**config.mk**
```make
export PLATFORM = sky130hd
export DESIGN_NAME = regfile_writeback
export DESIGN_NICKNAME = d
export VERILOG_FILES = /design/src/rtl/regfile_pkg.sv /design/src/rtl/wb_fifo.sv /design/src/rtl/regfile_writeback.sv
export SDC_FILE = /design/constraint.sdc
export NUM_CORES = 1
export LEC_CHECK = 0
export CORE_UTILIZATION = 45
export DETAILED_ROUTE_END_ITERATION = 8
export PLACE_DENSITY_LB_ADDON = 0.1
export SLEW_MARGIN = 20
export SYNTH_ARGS = -nofsm -noshare
export SYNTH_HDL_FRONTEND = slang
export SYNTH_HIERARCHICAL = 1
export SYNTH_SLANG_ARGS = --single-unit
```
**constraint.sdc**
```tcl
create_clock -name CLK -period 3.08 [get_ports CLK]
set_input_delay 0.77 -clock CLK [delete_from_list [all_inputs] [get_ports CLK]]
set_output_delay 0.77 -clock CLK [all_outputs]
set_load 0.02 [all_outputs]
```
**src/rtl/regfile_pkg.sv**
```systemverilog
// ---------------------------------------------------------------------------
// regfile_pkg
// Shared constants and types for the register-file writeback slice.
//   DATA_W        register / result width
//   ADDR_W        register address width (instruction field width)
//   NREGS         implemented registers; addresses >= NREGS are illegal
//   WB_FIFO_DEPTH default result queue depth (power of 2, >= 2)
//   WB_INIT/WB_RUN writeback controller state encoding
//   wb_entry_t    one queued register write {addr, data}
// ---------------------------------------------------------------------------
package regfile_pkg;

  localparam int DATA_W        = 32;
  localparam int ADDR_W        = 5;
  localparam int NREGS         = 16;
  localparam int WB_FIFO_DEPTH = 2;

  localparam logic [0:0] WB_INIT = 1'b0;
  localparam logic [0:0] WB_RUN  = 1'b1;

  typedef struct packed {
    logic [ADDR_W-1:0] addr;
    logic [DATA_W-1:0] data;
  } wb_entry_t;

  // The address field is wider than the implemented register count, so
  // every destination coming from the pipeline has to be range-checked.
  function automatic logic addrLegal(input logic [ADDR_W-1:0] addr);
    return addr < ADDR_W'(NREGS);
  endfunction

endpackage

```
**src/rtl/wb_fifo.sv**
```systemverilog
// ---------------------------------------------------------------------------
// wb_fifo
// Small synchronous FIFO holding pending register writes.
//   clk_i       clock, all state on rising edge
//   rst_ni      asynchronous active-low reset (contents discarded)
//   push_i      write pushData_i (caller guarantees !full_o)
//   pushData_i  entry to enqueue
//   pop_i       drop the head entry (caller guarantees !empty_o)
//   popData_o   current head entry
//   count_o     number of entries held
//   full_o      DEPTH entries held
//   empty_o     no entries held
// ---------------------------------------------------------------------------
module wb_fifo
  import regfile_pkg::*;
#(
  parameter int DEPTH = WB_FIFO_DEPTH
) (
  input  logic                   clk_i,
  input  logic                   rst_ni,
  input  logic                   push_i,
  input  wb_entry_t              pushData_i,
  input  logic                   pop_i,
  output wb_entry_t              popData_o,
  output logic [$clog2(DEPTH):0] count_o,
  output logic                   full_o,
  output logic                   empty_o
);

  localparam int PTR_W = $clog2(DEPTH);

  wb_entry_t        mem_q [DEPTH];
  logic [PTR_W-1:0] wrPtr_q;
  logic [PTR_W-1:0] rdPtr_q;
  logic [PTR_W:0]   count_q;

  // Pointers and occupancy. DEPTH is a power of two, so the pointers wrap
  // naturally and the extra count bit distinguishes full from empty.
  always_ff @(posedge clk_i or negedge rst_ni) begin
    if (!rst_ni) begin
      wrPtr_q <= '0;
      rdPtr_q <= '0;
      count_q <= '0;
    end else begin
      if (push_i) wrPtr_q <= wrPtr_q + PTR_W'(1);
      if (pop_i)  rdPtr_q <= rdPtr_q + PTR_W'(1);
      case ({push_i, pop_i})
        2'b10:   count_q <= count_q + (PTR_W+1)'(1);
        2'b01:   count_q <= count_q - (PTR_W+1)'(1);
        default: count_q <= count_q;
      endcase
    end
  end

  // Storage needs no reset: an entry is only read after it has been written.
  always_ff @(posedge clk_i) begin
    if (push_i) mem_q[wrPtr_q] <= pushData_i;
  end

  assign popData_o = mem_q[rdPtr_q];
  assign count_o   = count_q;
  assign full_o    = (count_q == (PTR_W+1)'(DEPTH));
  assign empty_o   = (count_q == '0);

endmodule

```
**src/rtl/regfile_writeback.sv**
```systemverilog
// ---------------------------------------------------------------------------
// regfile_writeback
// Writer-side controller for the 16 x 32 register file and the sole driver
// of Waddr/Writedata/RegWr. After reset it sweeps zero into every register,
// then merges ALU and load results through a small queue into one write per
// cycle, and keeps a pending-write scoreboard for decode hazard checks.
//   CLK/RESET                 clock, asynchronous active-low reset
//   AluValid/AluReady/AluAddr/AluData  ALU result handshake
//   LdValid/LdReady/LdAddr/LdData      load result handshake (has priority)
//   ResvValid/ResvAddr        decode reserves a destination register
//   WbStall                   register-file port busy, hold writes
//   Pending                   bit i = write to register i outstanding
//   InitDone                  zero sweep complete
//   AddrErr                   1-cycle pulse: illegal destination dropped
//   Waddr/Writedata/RegWr     registered register-file write port
// ---------------------------------------------------------------------------
module regfile_writeback
  import regfile_pkg::*;
#(
  parameter int FIFO_DEPTH = WB_FIFO_DEPTH
) (
  input  logic              CLK,
  input  logic              RESET,
  input  logic              AluValid,
  output logic              AluReady,
  input  logic [ADDR_W-1:0] AluAddr,
  input  logic [DATA_W-1:0] AluData,
  input  logic              LdValid,
  output logic              LdReady,
  input  logic [ADDR_W-1:0] LdAddr,
  input  logic [DATA_W-1:0] LdData,
  input  logic              ResvValid,
  input  logic [ADDR_W-1:0] ResvAddr,
  input  logic              WbStall,
  output logic [NREGS-1:0]  Pending,
  output logic              InitDone,
  output logic              AddrErr,
  output logic [ADDR_W-1:0] Waddr,
  output logic [DATA_W-1:0] Writedata,
  output logic              RegWr
);

  logic [0:0]        state_q, state_d;
  logic [ADDR_W-1:0] sweepCnt_q, sweepCnt_d;
  logic              regWr_q, regWr_d;
  logic [ADDR_W-1:0] waddr_q, waddr_d;
  logic [DATA_W-1:0] wdata_q, wdata_d;
  logic              initDone_q, initDone_d;
  logic              addrErr_q, addrErr_d;
  logic [NREGS-1:0]  pending_q, pending_d;

  logic                       isRun;
  logic                       ldFire;
  logic                       aluFire;
  logic                       accepted;
  wb_entry_t                  inEntry;
  logic                       inLegal;
  logic                       popHead;
  logic                       bypass;
  logic                       pushFifo;
  wb_entry_t                  fifoHead;
  logic [$clog2(FIFO_DEPTH):0] fifoCount;
  logic                       fifoFull;
  logic                       fifoEmpty;

  assign isRun = (state_q == WB_RUN);

  // Readiness only looks at the current occupancy, never at a same-cycle
  // pop, which keeps the ready path free of the stall/drain logic.
  assign LdReady  = isRun && !fifoFull;
  assign AluReady = isRun && !fifoFull && !LdValid;
  assign ldFire   = LdValid && LdReady;
  assign aluFire  = AluValid && AluReady;
  assign accepted = ldFire || aluFire;

  // Select the single result accepted this cycle; load wins over ALU.
  always_comb begin
    inEntry = '{addr: AluAddr, data: AluData};
    if (ldFire) inEntry = '{addr: LdAddr, data: LdData};
  end

  assign inLegal = addrLegal(inEntry.addr);

  // Drain from the queue when it holds something; otherwise a fresh legal
  // result skips the queue so it reaches the write port one cycle later.
  assign popHead  = isRun && !WbStall && !fifoEmpty;
  assign bypass   = isRun && !WbStall && (fifoCount == '0) && accepted && inLegal;
  assign pushFifo = accepted && inLegal && !bypass;

  wb_fifo #(
    .DEPTH(FIFO_DEPTH)
  ) u_fifo (
    .clk_i      (CLK),
    .rst_ni     (RESET),
    .push_i     (pushFifo),
    .pushData_i (inEntry),
    .pop_i      (popHead),
    .popData_o  (fifoHead),
    .count_o    (fifoCount),
    .full_o     (fifoFull),
    .empty_o    (fifoEmpty)
  );

  // Next-state for the sweep and the write port. The sweep counter runs one
  // past the last register so the final zero write completes before RUN.
  always_comb begin
    state_d    = state_q;
    sweepCnt_d = sweepCnt_q;
    regWr_d    = 1'b0;
    waddr_d    = waddr_q;
    wdata_d    = wdata_q;
    initDone_d = initDone_q;
    addrErr_d  = 1'b0;
    if (state_q == WB_INIT) begin
      if (sweepCnt_q < ADDR_W'(NREGS)) begin
        regWr_d    = 1'b1;
        waddr_d    = sweepCnt_q;
        wdata_d    = '0;
        sweepCnt_d = sweepCnt_q + ADDR_W'(1);
      end else begin
        state_d    = WB_RUN;
        initDone_d = 1'b1;
      end
    end else begin
      addrErr_d = accepted && !inLegal;
      if (popHead) begin
        regWr_d = 1'b1;
        waddr_d = fifoHead.addr;
        wdata_d = fifoHead.data;
      end else if (bypass) begin
        regWr_d = 1'b1;
        waddr_d = inEntry.addr;
        wdata_d = inEntry.data;
      end
    end
  end

  // Scoreboard: a completed write clears its bit, a reservation sets it,
  // and applying the set last lets it win when both hit the same register.
  always_comb begin
    pending_d = pending_q;
    for (int i = 0; i < NREGS; i++) begin
      if (regWr_q && (waddr_q == ADDR_W'(i))) pending_d[i] = 1'b0;
      if (isRun && ResvValid && (ResvAddr == ADDR_W'(i))) pending_d[i] = 1'b1;
    end
  end

  // All controller state; reset restarts the sweep from register 0.
  always_ff @(posedge CLK or negedge RESET) begin
    if (!RESET) begin
      state_q    <= WB_INIT;
      sweepCnt_q <= '0;
      regWr_q    <= 1'b0;
      waddr_q    <= '0;
      wdata_q    <= '0;
      initDone_q <= 1'b0;
      addrErr_q  <= 1'b0;
      pending_q  <= '0;
    end else begin
      state_q    <= state_d;
      sweepCnt_q <= sweepCnt_d;
      regWr_q    <= regWr_d;
      waddr_q    <= waddr_d;
      wdata_q    <= wdata_d;
      initDone_q <= initDone_d;
      addrErr_q  <= addrErr_d;
      pending_q  <= pending_d;
    end
  end

  assign RegWr     = regWr_q;
  assign Waddr     = waddr_q;
  assign Writedata = wdata_q;
  assign InitDone  = initDone_q;
  assign AddrErr   = addrErr_q;
  assign Pending   = pending_q;

endmodule

```
==> results.json, run 1 <==
{
  "status": "complete, no violations",
  "slowest_stage": "clkdlybuf4s50_1",
  "cts_tree": "done",
  "critPathMaxFanout": 6,
  "pwr-share-seq_pct": 36.7,
  "slowest_delay_ns": 0.63,
  "ys_seq_area_share_pct": 59.6,
  "portBuffers": 142,
  "die_y_um": 122,
  "p_leak_uw": 0.00342,
  "synth_compound_area_share_pct": 12.8,
  "intPower_uw": 5590,
  "post-route-util_pct": 62.6,
  "start_kind": "register",
  "fin_tns_setup_ns": 0,
  "antenna_cells": 0,
  "gp_congestion": 0.890,
  "synthFlopType": "edfxtp_1",
  "post-place-ws_ns": 0.131,
  "syn_avg_cell_area_um2": 15.4,
  "placementRows": 43,
  "synth_edf_count": 74,
  "p_sw_uw": 2790,
  "h-tree-depth": 4,
  "die-area_um2": 14900,
  "rr_startpoint": "u_fifo/count_o[0]",
  "timing.fmax_mhz": 344,
  "power_density_nw_per_um2": 958,
  "yosysWarnings": 6,
  "gr-usage-all-layers_pct": 20.3,
  "post-route-period-util_pct": 94.3,
  "antenna_found_initial": 0,
  "synth_xor_area_share_pct": 1.08,
  "crit_path_end_kind": "primary output",
  "cp_top_family": "buffers and inverters",
  "grt_pass1_vias": 4226,
  "rsz0062_at_grt": "false",
  "synth.area.top_cells": "edfxtp_1 34%, dfrtp_1 25%, mux2_2 9.5%",
  "skew_ns": 0.00739,
  "ios": 143,
  "path_cells": "nor2b_2 > nand2b_1 > inv_1 > clkdlybuf4s50_1",
  "worst_pin_slew_ns": 0.890,
  "cts_setup_buffers": 0,
  "cts.sinks": 140,
  "cp.arrival_ns": 2.13,
  "grt_max_degree": 67,
  "clk_pin_slew_ns": 0.06,
  "synth_top_area_cell": "edfxtp_1",
  "synth.cell_area_um2": 6500,
  "reg2reg_depth": 6,
  "maxCapViolCount": 0,
  "routedWlPerCell_um": 18.5,
  "finalSetupViolations": 0,
  "switching_share_pct": 33.3,
  "hp-class": "primary input to asynchronous set/reset pin",
  "cts_root_buf": "clkbuf_16",
  "p_clk_share_pct": 23.5,
  "slew_headroom_pct": 40.7,
  "wirelength_um": 14200,
  "synth_fa_ha_area_share_pct": 0.385,
  "path_buf_inv": 2,
  "drtIter0Drc": 219,
  "min_period_ns": 2.90,
  "syn_inst": 423,
  "first_pass_iters": 4,
  "synth_top_family_by_area": "multiplexers",
  "vias": 4094,
  "detail-route-antenna-nets": 0,
  "drive_above_1_share_pct": 26.9,
  "numCtsBuffers": 17,
  "cp.depth": 4,
  "drc": 0,
  "area_delta_synth_final_pct": 34.8,
  "crit_required_ns": 2.31,
  "synth_mux_area_share_pct": 19.1,
  "synth_nets": 510,
  "ys_ff_latch": 140,
  "vdd_drop_max_mv": 0.515,
  "cp-startpoint": "u_fifo/count_o[1]",
  "grt_pass1_wl_um": 22400,
  "clkLatencyLatePin_ns": 0.41,
  "hpwl_um": 9470,
  "hold_viol_final": 0,
  "clockBufferDepth": 2,
  "coreArea_um2": 14000,
  "slew_viol_final": 0,
  "pwr-share-comb_pct": 39.8,
  "viasPerCell": 5.34,
  "nFillCells": 1054,
  "criticalPathCategory": "register to primary output",
  "final_nets": 661,
  "yosys.area_share.simple_pct": 4.10,
  "ys_types": 39,
  "start_util_pct": 46.4,
  "ctsHoldBuffers": 0,
  "total_power_uw": 8390,
  "grt_overflow": 0,
  "fp.dieW_um": 122,
  "postSynth.asyncResetShare_pct": 47.1,
  "fin_ws_ns": 0.177,
  "synthDominantCellAreaShare_pct": 34.2
}
==> Yosys cell counts (7+ instances only) <==
master,count
o2bb2ai_2,30
nand2_1,8
buf_6,7
mux2i_1,32
dfrtp_1,66
mux2_4,20
nor2_1,10
o21ai_0,35
inv_1,9
nand2b_1,8
mux2_2,55
buf_2,13
edfxtp_1,74
==> state kept, by name, summed over array words and instances, names as in the netlist, 2 cells and up <==
signal / flops
u_fifo/mem_q: 74
Writedata: 32
Pending: 16
Waddr: 5
sweepCnt_q: 5
u_fifo/count_o: 2
==> power groups by stage <==
stage	combinational, µW	clock (µW)	sequential, µW
after CTS	3390	2000	3080
after global placement	3310	0	3090
final	3340	1970	3070
after floorplan	1770	0	3350
after detailed placement	3370	0	3100
after global routing	3580	2100	3150
==> timing repair <==
action,in CTS,in global routing
endpoints found under the setup margin,0,1
hold endpoints to repair,0,0
resized for setup,0,1
==> routing by layer <==
metal / part of all wire [%] / global-route usage, % / vias to the layer above
met5: 0 / 0 / -
met4: 1.4 / 7.77 / 0
met2: 49 / 32.8 / 123
met3: 5.1 / 4.54 / 15
li1: - / - / 1915
met1: 45 / 26.7 / 2041
==> kinds of logic (layout without fill, tap and decap cells) <==
| kind of cell | count (synthesis) | in the layout |
|---|---|---|
| xor+xnor | 8 | 8 |
| mux | 107 | 107 |
| flops | 140 | 140 |
| buf+inv | 32 | 196 |
| compound gates | 88 | 88 |
| fa+ha+maj | 2 | 2 |
| simple gates | 46 | 46 |
==> final timing paths <==
| check | to | slack, ns |
|---|---|---|
| max in group asynchronous | u_fifo/rdPtr_q | 1.99 |
| hold reg to reg | InitDone | 0.46 |
| hold / removal | Pending[14] | 0.46 |
| setup / recovery | LdReady | 0.18 |
| setup reg to reg | u_fifo/count_o[1] | 0.89 |
| min in group CLK | InitDone | 0.46 |
==> layout by cell type, fill, tap and decap left out, types with 2 or more instances in the layout <==
master,synthesis,layout
a21o_1,5,5
o2bb2ai_2,30,30
or2_2,2,2
clkinv_2,0,5
nor2_1,10,9
xnor2_1,5,5
o21ai_0,35,35
o2bb2ai_1,5,5
dfrtp_1,66,65
clkdlybuf4s50_1,0,141
clkbuf_8,0,3
nand3b_1,4,4
inv_1,9,9
clkbuf_1,3,4
buf_12,0,5
nand2_1,8,8
a211oi_1,4,4
nand2b_1,8,8
ha_1,2,2
mux2_2,55,55
mux2_4,20,20
and4b_1,4,4
mux2i_1,32,32
buf_4,0,9
edfxtp_1,74,74
clkbuf_16,0,17
nand3_1,3,3
xor2_1,3,3
bufinv_16,0,2
==> through the flow <==
stage / instances / instance area [µm²] / hold WS, ns
after CTS: 767 / 8760 / 0.470
after global routing: 767 / 8760 / 0.492
after global placement: 735 / 8180 / 0.444
after detailed placement: 735 / 8180 / 0.453
final: 767 / 8760 / 0.460
after floorplan: 423 / 6500 / 0.460
==> area by class of cell <==
class                           count  area, µm²  share of cell area [%]
Sequential cell                   140       3870                    44.2
Multi-Input combinational cell    251       2470                    28.2
Timing Repair Buffer              155       1580                    18.0
Clock buffer                       24        482                    5.50
Tap cell                          180        225                    2.57
Clock inverter                      8       92.6                    1.06
Inverter                            9       33.8                   0.386
Note: power is estimated with default switching activity, not from simulation.
==> inputs of run 2 (changes only) <==
--- a/config.mk
+++ b/config.mk
@@ -11,5 +11,4 @@
 export SLEW_MARGIN = 20
 export SYNTH_ARGS = -nofsm -noshare
 export SYNTH_HDL_FRONTEND = slang
-export SYNTH_HIERARCHICAL = 1
 export SYNTH_SLANG_ARGS = --single-unit
==> results.json, run 2 <==
{
  "first_pass_iters": 4,
  "numCtsBuffers": 17,
  "placementRows": 42,
  "grt_pass1_vias": 4822,
  "nFillCells": 1102,
  "hpwl_um": 10100,
  "synth_edf_count": 74,
  "vdd_drop_max_mv": 0.446,
  "grt_pass1_wl_um": 24900,
  "die_y_um": 120,
  "syn_inst": 538,
  "clockBufferDepth": 2,
  "synth_top_area_cell": "edfxtp_1",
  "hold_viol_final": 0,
  "slowest_delay_ns": 0.61,
  "crit_path_end_kind": "primary output",
  "ios": 143,
  "slowest_stage": "clkdlybuf4s50_1",
  "final_nets": 766,
  "maxCapViolCount": 0,
  "mostFrequentLayoutCell": "clkdlybuf4s50_1",
  "cts_repair_resize_count": 0,
  "post-route-period-util_pct": 93.1,
  "drive_above_1_share_pct": 9.39,
  "wirelength_um": 15500,
  "cts_root_buf": "clkbuf_16",
  "grt_max_degree": 67,
  "worst_pin_slew_ns": 0.954,
  "finalSetupViolations": 0,
  "gp_congestion": 0.812,
  "die-area_um2": 14400,
  "power_density_nw_per_um2": 960,
  "fin_ws_ns": 0.214,
  "antenna_cells": 0,
  "path_cells": "clkdlybuf4s50_1 > nor2_1 > clkdlybuf4s50_1",
  "regMostFlops": "u_fifo.mem_q",
  "start_kind": "primary input",
  "routedWlPerCell_um": 17.8,
  "synth_common_cells": "77 x nand2_1, 74 x edfxtp_1, 71 x nand3_1, 71 x o21ai_0, 66 x dfrtp_1",
  "vias": 4862,
  "detail-route-antenna-nets": 0,
  "worstSetupEndpoint": "AluReady",
  "synth_nets": 625,
  "syn_avg_cell_area_um2": 11.7,
  "synth.area.top_cells": "edfxtp_1 35%, dfrtp_1 26%, nand3_1 5.7%",
  "viasPerCell": 5.60,
  "yosysMostFrequentCell": "nand2_1",
  "clkLatencyLatePin_ns": 0.41,
  "r2r_slack_ns": 0.87,
  "crit_required_ns": 2.31,
  "coreArea_um2": 13400,
  "min_period_ns": 2.87,
  "ys_seq_area_share_pct": 61.7,
  "cts_tree": "done",
  "reg2reg_depth": 5,
  "ctsHoldBuffers": 0,
  "skew_ns": 0.00672,
  "status": "complete, no violations",
  "h-tree-depth": 4,
  "fp.dieW_um": 120,
  "whs_ns": 0.465,
  "antenna_found_initial": 0,
  "gr-usage-all-layers_pct": 22.8,
  "clk_pin_slew_ns": 0.06,
  "cp.arrival_ns": 2.10,
  "yosysWarnings": 0,
  "final_cell_mix": "141 x clkdlybuf4s50_1, 77 x nand2_1, 74 x edfxtp_1",
  "cpMostUsedCell": "clkdlybuf4s50_1",
  "synthFlopType": "edfxtp_1",
  "area_delta_synth_final_pct": 36.1,
  "p_leak_uw": 0.00336,
  "cts_setup_buffers": 0,
  "multi_input_area_um2": 2200,
  "grt_overflow": 0,
  "critPathMaxFanout": 6,
  "slew_viol_final": 0,
  "start_util_pct": 46.8,
  "drtIter0Drc": 351,
  "rr_startpoint": "u_fifo.count_o[0]",
  "portBuffers": 142,
  "slew_headroom_pct": 36.2,
  "regArea_um2": 3870,
  "cts.sinks": 140,
  "timing.fmax_mhz": 349,
  "rsz0062_at_grt": "false",
  "criticalPathCategory": "primary input to primary output",
  "largest_reg_flops": 74,
  "post-place-ws_ns": -0.00767,
  "synth.cell_area_um2": 6270,
  "hp-class": "register to register",
  "synthDominantCellAreaShare_pct": 35.4,
  "drc": 0,
  "ys_types": 42,
  "postSynth.asyncResetShare_pct": 47.1,
  "reg2reg_to": "Waddr[3]",
  "ys_ff_latch": 140,
  "cp-startpoint": "LdValid"
}
run 2: cell type report:
cell class,instances,area share [%]
Timing Repair Buffer,158,18.6
Sequential cell,140,45.4
Tap cell,176,2.58
Clock buffer,18,5.03
Multi-Input combinational cell,354,25.8
Clock inverter,14,2.27
Inverter,8,0.352
run 2: logic make-up (layout without fill, tap and decap cells):
kind of cell | Yosys count | count (layout) | synth area share, %
AOI/OAI and AO/OA | 122 | 122 | 13.4
muxes | 39 | 39 | 6.34
buffers and inverters | 44 | 198 | 3.49
adders and majority gates | 2 | 2 | 0.399
DFF | 140 | 140 | 61.7
xor gates and xnor gates | 8 | 8 | 1.12
and+or+nand+nor | 183 | 183 | 13.5
run 2: metrics by stage:
stage          utilization [%]  TNS [ns]  cells  total power (µW)  cell area, µm²
5_1_grt                   63.7         0    868              8640            8540
3_3_place_gp              59.1         0    836              6040            7920
4_1_cts                   63.7         0    868              8260            8540
2_1_floorplan                -    -30.95    538              4770            6270
3_5_place_dp              59.1  -0.00767    836              6120            7920
6_report                  63.7         0    868              8200            8540
run 2: layer usage:
layer,part of all wire [%],vias to the layer above,routed length [µm],track usage (%)
li1,-,2283,-,-
met2,48,185,7480,37.4
met4,0.78,0,120,5.94
met3,7.4,12,1150,5.37
met5,0,-,0,0
met1,44,2382,6740,30.3
run 2: worst min-delay path by stage:
stage,from,endpoint,cells after the start
floorplan,RESET,AddrErr,0
CTS,InitDone,InitDone,1
global placement,InitDone,InitDone,1
finish,InitDone,InitDone,1
global route,InitDone,InitDone,1
detailed placement,InitDone,InitDone,1
run 2: critical path: cells and delay by family:
| family | cells | cell delay, ns |
|---|---|---|
| buf+inv | 2 | 1.16 |
| simple gates | 1 | 0.16 |
run 2: where the power goes:
| group | switching [µW] | internal, µW | total [µW] |
|---|---|---|---|
| Sequential | 394 | 2610 | 3010 |
| Combinational | 1670 | 1410 | 3070 |
| Clock | 762 | 1360 | 2120 |
==> inputs of run 3 (changes only) <==
--- a/config.mk
+++ b/config.mk
@@ -6,8 +6,10 @@
 export NUM_CORES = 1
 export LEC_CHECK = 0
 export CORE_UTILIZATION = 45
+export CTS_CLUSTER_DIAMETER = 50
 export DETAILED_ROUTE_END_ITERATION = 8
 export PLACE_DENSITY_LB_ADDON = 0.1
+export SKIP_LAST_GASP = 1
 export SLEW_MARGIN = 20
 export SYNTH_ARGS = -nofsm -noshare
 export SYNTH_HDL_FRONTEND = slang
==> constraint.sdc (replaced) <==
create_clock -name CLK -period 3.1 [get_ports CLK]
set_input_delay 0.775 -clock CLK [delete_from_list [all_inputs] [get_ports CLK]]
set_output_delay 0.775 -clock CLK [all_outputs]
set_load 0.02 [all_outputs]
==> results.json, run 3 (synthesized netlist as in run 2, its figures left out) <==
{
  "status": "complete, no violations",
  "post-place-ws_ns": 0.0381,
  "cts_repair_resize_count": 0,
  "start_kind": "primary input",
  "hpwl_um": 10200,
  "slew_viol_final": 0,
  "maxCapViolCount": 0,
  "first_pass_iters": 5,
  "nFillCells": 1081,
  "largest_reg_flops": 74,
  "whs_ns": 0.468,
  "mostFrequentLayoutCell": "clkdlybuf4s50_1",
  "viasPerCell": 5.62,
  "portBuffers": 142,
  "drtIter0Drc": 375,
  "cts.sinks": 140,
  "regMostFlops": "u_fifo.mem_q",
  "post-route-period-util_pct": 92.7,
  "grt_overflow": 0,
  "drive_above_1_share_pct": 8.38,
  "slew_headroom_pct": 32.3,
  "p_clk_share_pct": 23.5,
  "detail-route-antenna-nets": 0,
  "final_nets": 766,
  "drc": 0,
  "slowest_delay_ns": 0.62,
  "gp_congestion": 0.812,
  "vias": 4876,
  "intPower_uw": 5170,
  "h-tree-depth": 4,
  "die-area_um2": 14400,
  "cts_setup_buffers": 0,
  "pwr-share-comb_pct": 38.9,
  "finalSetupViolations": 0,
  "clkLatencyLatePin_ns": 0.41,
  "path_cells": "clkdlybuf4s50_1 > nor2_1 > clkdlybuf4s50_1",
  "coreArea_um2": 13400,
  "critPathMaxFanout": 6,
  "clockBufferDepth": 2,
  "hp-start": "InitDone",
  "routedWlPerCell_um": 17.9,
  "placementRows": 42,
  "vdd_drop_max_mv": 0.475,
  "p_sw_uw": 2750,
  "rsz0062_at_grt": "false",
  "start_util_pct": 46.8,
  "gr-usage-all-layers_pct": 22.5,
  "grt_pass1_wl_um": 24500,
  "clk_pin_slew_ns": 0.05,
  "skew_ns": 0.00457,
  "ctsHoldBuffers": 0,
  "fp.dieW_um": 120,
  "cts_root_buf": "clkbuf_16",
  "pwr-share-seq_pct": 37.7,
  "final_cell_mix": "141 x clkdlybuf4s50_1, 77 x nand2_1, 74 x edfxtp_1",
  "timing.fmax_mhz": 348,
  "antenna_found_initial": 0,
  "cp-startpoint": "LdValid",
  "criticalPathCategory": "primary input to primary output",
  "r2r_slack_ns": 0.83,
  "ios": 143,
  "switching_share_pct": 34.7,
  "cpMostUsedCell": "clkdlybuf4s50_1",
  "area_delta_synth_final_pct": 35.0,
  "worst_pin_slew_ns": 1.01,
  "slowest_stage": "clkdlybuf4s50_1",
  "p_leak_uw": 0.00334,
  "power_density_nw_per_um2": 934,
  "numCtsBuffers": 17,
  "hold_viol_final": 0,
  "die_y_um": 120,
  "cts_tree": "done",
  "hp-class": "register to register",
  "crit_required_ns": 2.32,
  "grt_pass1_vias": 4822,
  "crit_path_end_kind": "primary output",
  "grt_max_degree": 67,
  "wirelength_um": 15600,
  "min_period_ns": 2.87,
  "antenna_cells": 0,
  "rr_startpoint": "u_fifo.count_o[0]",
  "cp.arrival_ns": 2.10,
  "total_power_uw": 7910,
  "fin_ws_ns": 0.225
}
## run 3: cell types whose count changed in the layout (fill, tap and decap cells not counted), sizes merged
cell,before,now
clkinvlp,4,1
inv,11,8
clkinv,3,8
clkbuf,18,21
bufinv,4,2
## run 3: path summary, 6_finish.rpt
| kind | end | depth (start not counted) |
|---|---|---|
| max in group asynchronous | u_fifo.rdPtr_q | 1 |
| worst max-delay path | AluReady | 3 |
| worst min-delay path | InitDone | 1 |
| worst max register to register | Waddr[2] | 5 |
| min in group asynchronous | Pending[10] | 1 |
| worst min register to register | InitDone | 1 |
## run 3: cell type report
type | count | area (µm²) | share of cell area (%)
clock inverters | 11 | 101 | 1.20
repair buffers | 158 | 1600 | 18.9
clock buffers | 21 | 440 | 5.20
multi-input cells | 354 | 2200 | 26.0
inverters | 8 | 30.0 | 0.355
flip-flops and latches | 140 | 3870 | 45.7
well taps | 176 | 220 | 2.60
## run 3: power by group through the flow
stage,Combinational (µW),Sequential [µW],Clock (µW)
global placement,3020,2990,0
floorplan,1470,3270,0
detailed placement,3080,3010,0
global route,3300,3050,1970
finish,3080,2980,1860
CTS,3100,2980,1880
## run 3: critical path, delay by kind of cell
family | cells | cell delay, ns
buffers and inverters | 2 | 1.16
and+or+nand+nor | 1 | 0.17
## run 3: metrics by stage
step / area [µm²] / util, % / TNS (ns) / std cells
floorplan: 6270 / - / -29.84 / 538
global placement: 7930 / 59.2 / 0 / 836
detailed placement: 7930 / 59.2 / 0 / 836
CTS: 8470 / 63.2 / 0 / 868
global route: 8470 / 63.2 / 0 / 868
finish: 8470 / 63.2 / 0 / 868
## run 3: per-layer routing
layer | part of all wire [%] | track usage (%) | wire, µm | vias to the layer above
li1 | - | - | - | 2289
met1 | 44 | 29.8 | 6860 | 2374
met2 | 48 | 35.4 | 7410 | 195
met3 | 6.9 | 6.04 | 1080 | 18
met4 | 1.3 | 8.52 | 208 | 0
met5 | 0 | 0 | 0 | -
==> edit (settings of run 2) <==
The package constant `DATA_W` goes from 32 to 48.
--- a/src/rtl/regfile_pkg.sv
+++ b/src/rtl/regfile_pkg.sv
@@ -11,5 +11,5 @@
 package regfile_pkg;
 
-  localparam int DATA_W        = 32;
+  localparam int DATA_W        = 48;
   localparam int ADDR_W        = 5;
   localparam int NREGS         = 16;
Interface: changed (resized AluData, LdData and Writedata); port bits go from 143 to 191. No check against the original RTL was run, so the function may have changed too.
==> edit against run 2 <==
Via count is 41% higher. Setup slack better by 0.060 ns. Synthesized area is 39% higher. Power is 29% higher. Wire length is 51% higher. Final area is 36% higher. Cell count is 40% higher. Sequential cell count is 48 higher. Highest routed layer unchanged.
==> edit: results (changes against run 2) <==
Global route
  • Largest net degree at the start of global routing: 54 (-19%)
  • Initial antenna violation count: 0 (unchanged)
  • GRT Residual Overflow: 0 (unchanged)
  • GRT Util Overall: 0.237 (+0.00976)
  • First-pass GRT wire length: 36,300 um (+46%)
  • Vias in the first global route: 6,999 (+45%)

Critical path
  • Worst-path fanout max: 6 (unchanged)
  • CP max stage delay: 0.62 ns
  • Reg-to-reg startpoint: u_fifo.count_o[0]
  • Critical Path Source: LdValid
  • Top delay family on crit path: buffers and inverters
  • CP max-delay cell: clkdlybuf4s50_1

CTS
  • Worst-skew pair later-pin latency: 0.43 ns (+0.02 ns)
  • Htree depth: 4 (unchanged)
  • Worst-path clk slew: 0.07 ns
  • Post-CTS resize count: 0 (unchanged)
  • Clk root buf: clkbuf_16
  • Setup Buffers After CTS: 0 (unchanged)
  • Cts bufs inserted: 17 (unchanged)
  • CTS max path bufs: 2 (unchanged)
  • Post-CTS Hold Fix Bufs: 0 (unchanged)

Finish
  • Top reg by flops: u_fifo.mem_q
  • Max reg flops: 106 (+43%)
  • Area of the multi-input gates: 0.00324 mm^2 (+47%)
  • Nets: 1,058 (+38%)
  • Ant diodes: 0 (unchanged)
  • Share of cells above drive strength 1: 0.0767 (-0.0172)
  • Fill cell count: 1,541 (+40%)

Logic synthesis
  • Top cells by count, synth: nand2_1 (109), edfxtp_1 (106), nand3_1 (103)
  • Asr flop ratio synth: 0.436 (-0.0353)
  • Yosys warns: 0 (unchanged)
  • Yosys cell types: 40 (-4.8%)
  • Number of enable flip-flop cells after synthesis: 106 (+43%)
  • Top cells by area, synth: edfxtp_1 (36%), dfrtp_1 (23%), nand3_1 (5.9%)
  • Sequential share of the synthesized area: 0.598 (-0.0192)
  • Syn Area/Cell: 11.3 um^2 (-3.0%)
  • Net Count, Synth: 893 (+43%)

Routing
  • Wire per inst: 19.2 um (+7.9%)
  • Drt via density: 5.66 (+1.0%)
  • DRT iter0 DRCs: 417 (+19%)
  • DRT Wirelength: 23,300 um (+51%)
  • DR pass1 iterations: 6 (+2)

Place
  • Post-DP HPWL: 15,400 um (+52%)
  • Port bufs: 190 (+34%)
  • Place WS: 0.142 ns (+0.150 ns)
  • Area after DPL: 0.0110 mm^2 (+39%)
  • Post-Place Cells: 1,180 (+41%)
  • Routability Congestion: 0.837 (+3.1%)

Hold path
  • Hold Path Class: primary input to asynchronous set/reset pin

Timing
  • Max Clock Skew: 0.0106 ns (+0.00383 ns)
  • Actual slew at the worst max-slew pin: 0.961 ns (+0.00699 ns)

Status
  • Status: finished, final reports clean

Power
  • Max VDD drop: 0.000445 V (-0.39%)
  • Leakage power figure: 0.00474 uW (+41%)
edit: cell count changes after synthesis, moves of 24 or more:
cell | run 2 | this run
nor3b_1 | 0 | 48
nand2_1 | 77 | 109
edfxtp_1 | 74 | 106
nand3_1 | 71 | 103
a41o_1 | 1 | 48
clkbuf_1 | 14 | 38
a32o_1 | 32 | 0
edit: cells by family (layout without fill, tap and decap cells):
group | count (synthesis) | count (layout) | share of synthesized area
multiplexers | 55 | 55 | 0.0638
adder cells (fa/ha/maj) | 2 | 2 | 0.00286
flip-flops | 188 | 188 | 0.598
AO/OA/AOI/OAI | 152 | 152 | 0.121
AND/OR/NAND/NOR | 296 | 296 | 0.170
XOR/XNOR | 8 | 8 | 0.00801
buffers and inverters | 73 | 251 | 0.0362
edit: final timing paths:
kind	slack, ns	cells past startpoint	to
worst max-delay path	0.27	3	AluReady
worst min-delay path	0.36	1	Pending[2]
worst max register to register	0.99	5	Writedata[36]
worst min register to register	0.48	1	sweepCnt_q[3]
max in group asynchronous	1.83	2	isRun
min in group CLK	0.48	1	sweepCnt_q[3]
edit: cell type report:
cell class,count,area share
Clock buffer,21,0.0389
Clock inverter,11,0.0137
Inverter,8,0.00259
Multi-Input combinational cell,513,0.280
Sequential cell,188,0.453
Tap cell,260,0.0281
Timing Repair Buffer,211,0.184
edit: per-layer routing:
layer,global-route usage,part of all wire,wire length (um)
met3,0.0402,0.057,1330
met2,0.420,0.50,11700
met4,0.0775,0.014,326
met5,0,0,0
met1,0.296,0.43,9980
edit: where the power goes:
| part | switching, uW | internal, uW | total, uW |
|---|---|---|---|
| Sequential | 556 | 3520 | 4080 |
| Combinational | 2260 | 1990 | 4260 |
| Clock | 939 | 1320 | 2260 |
| Total | 3760 | 6830 | 10600 |
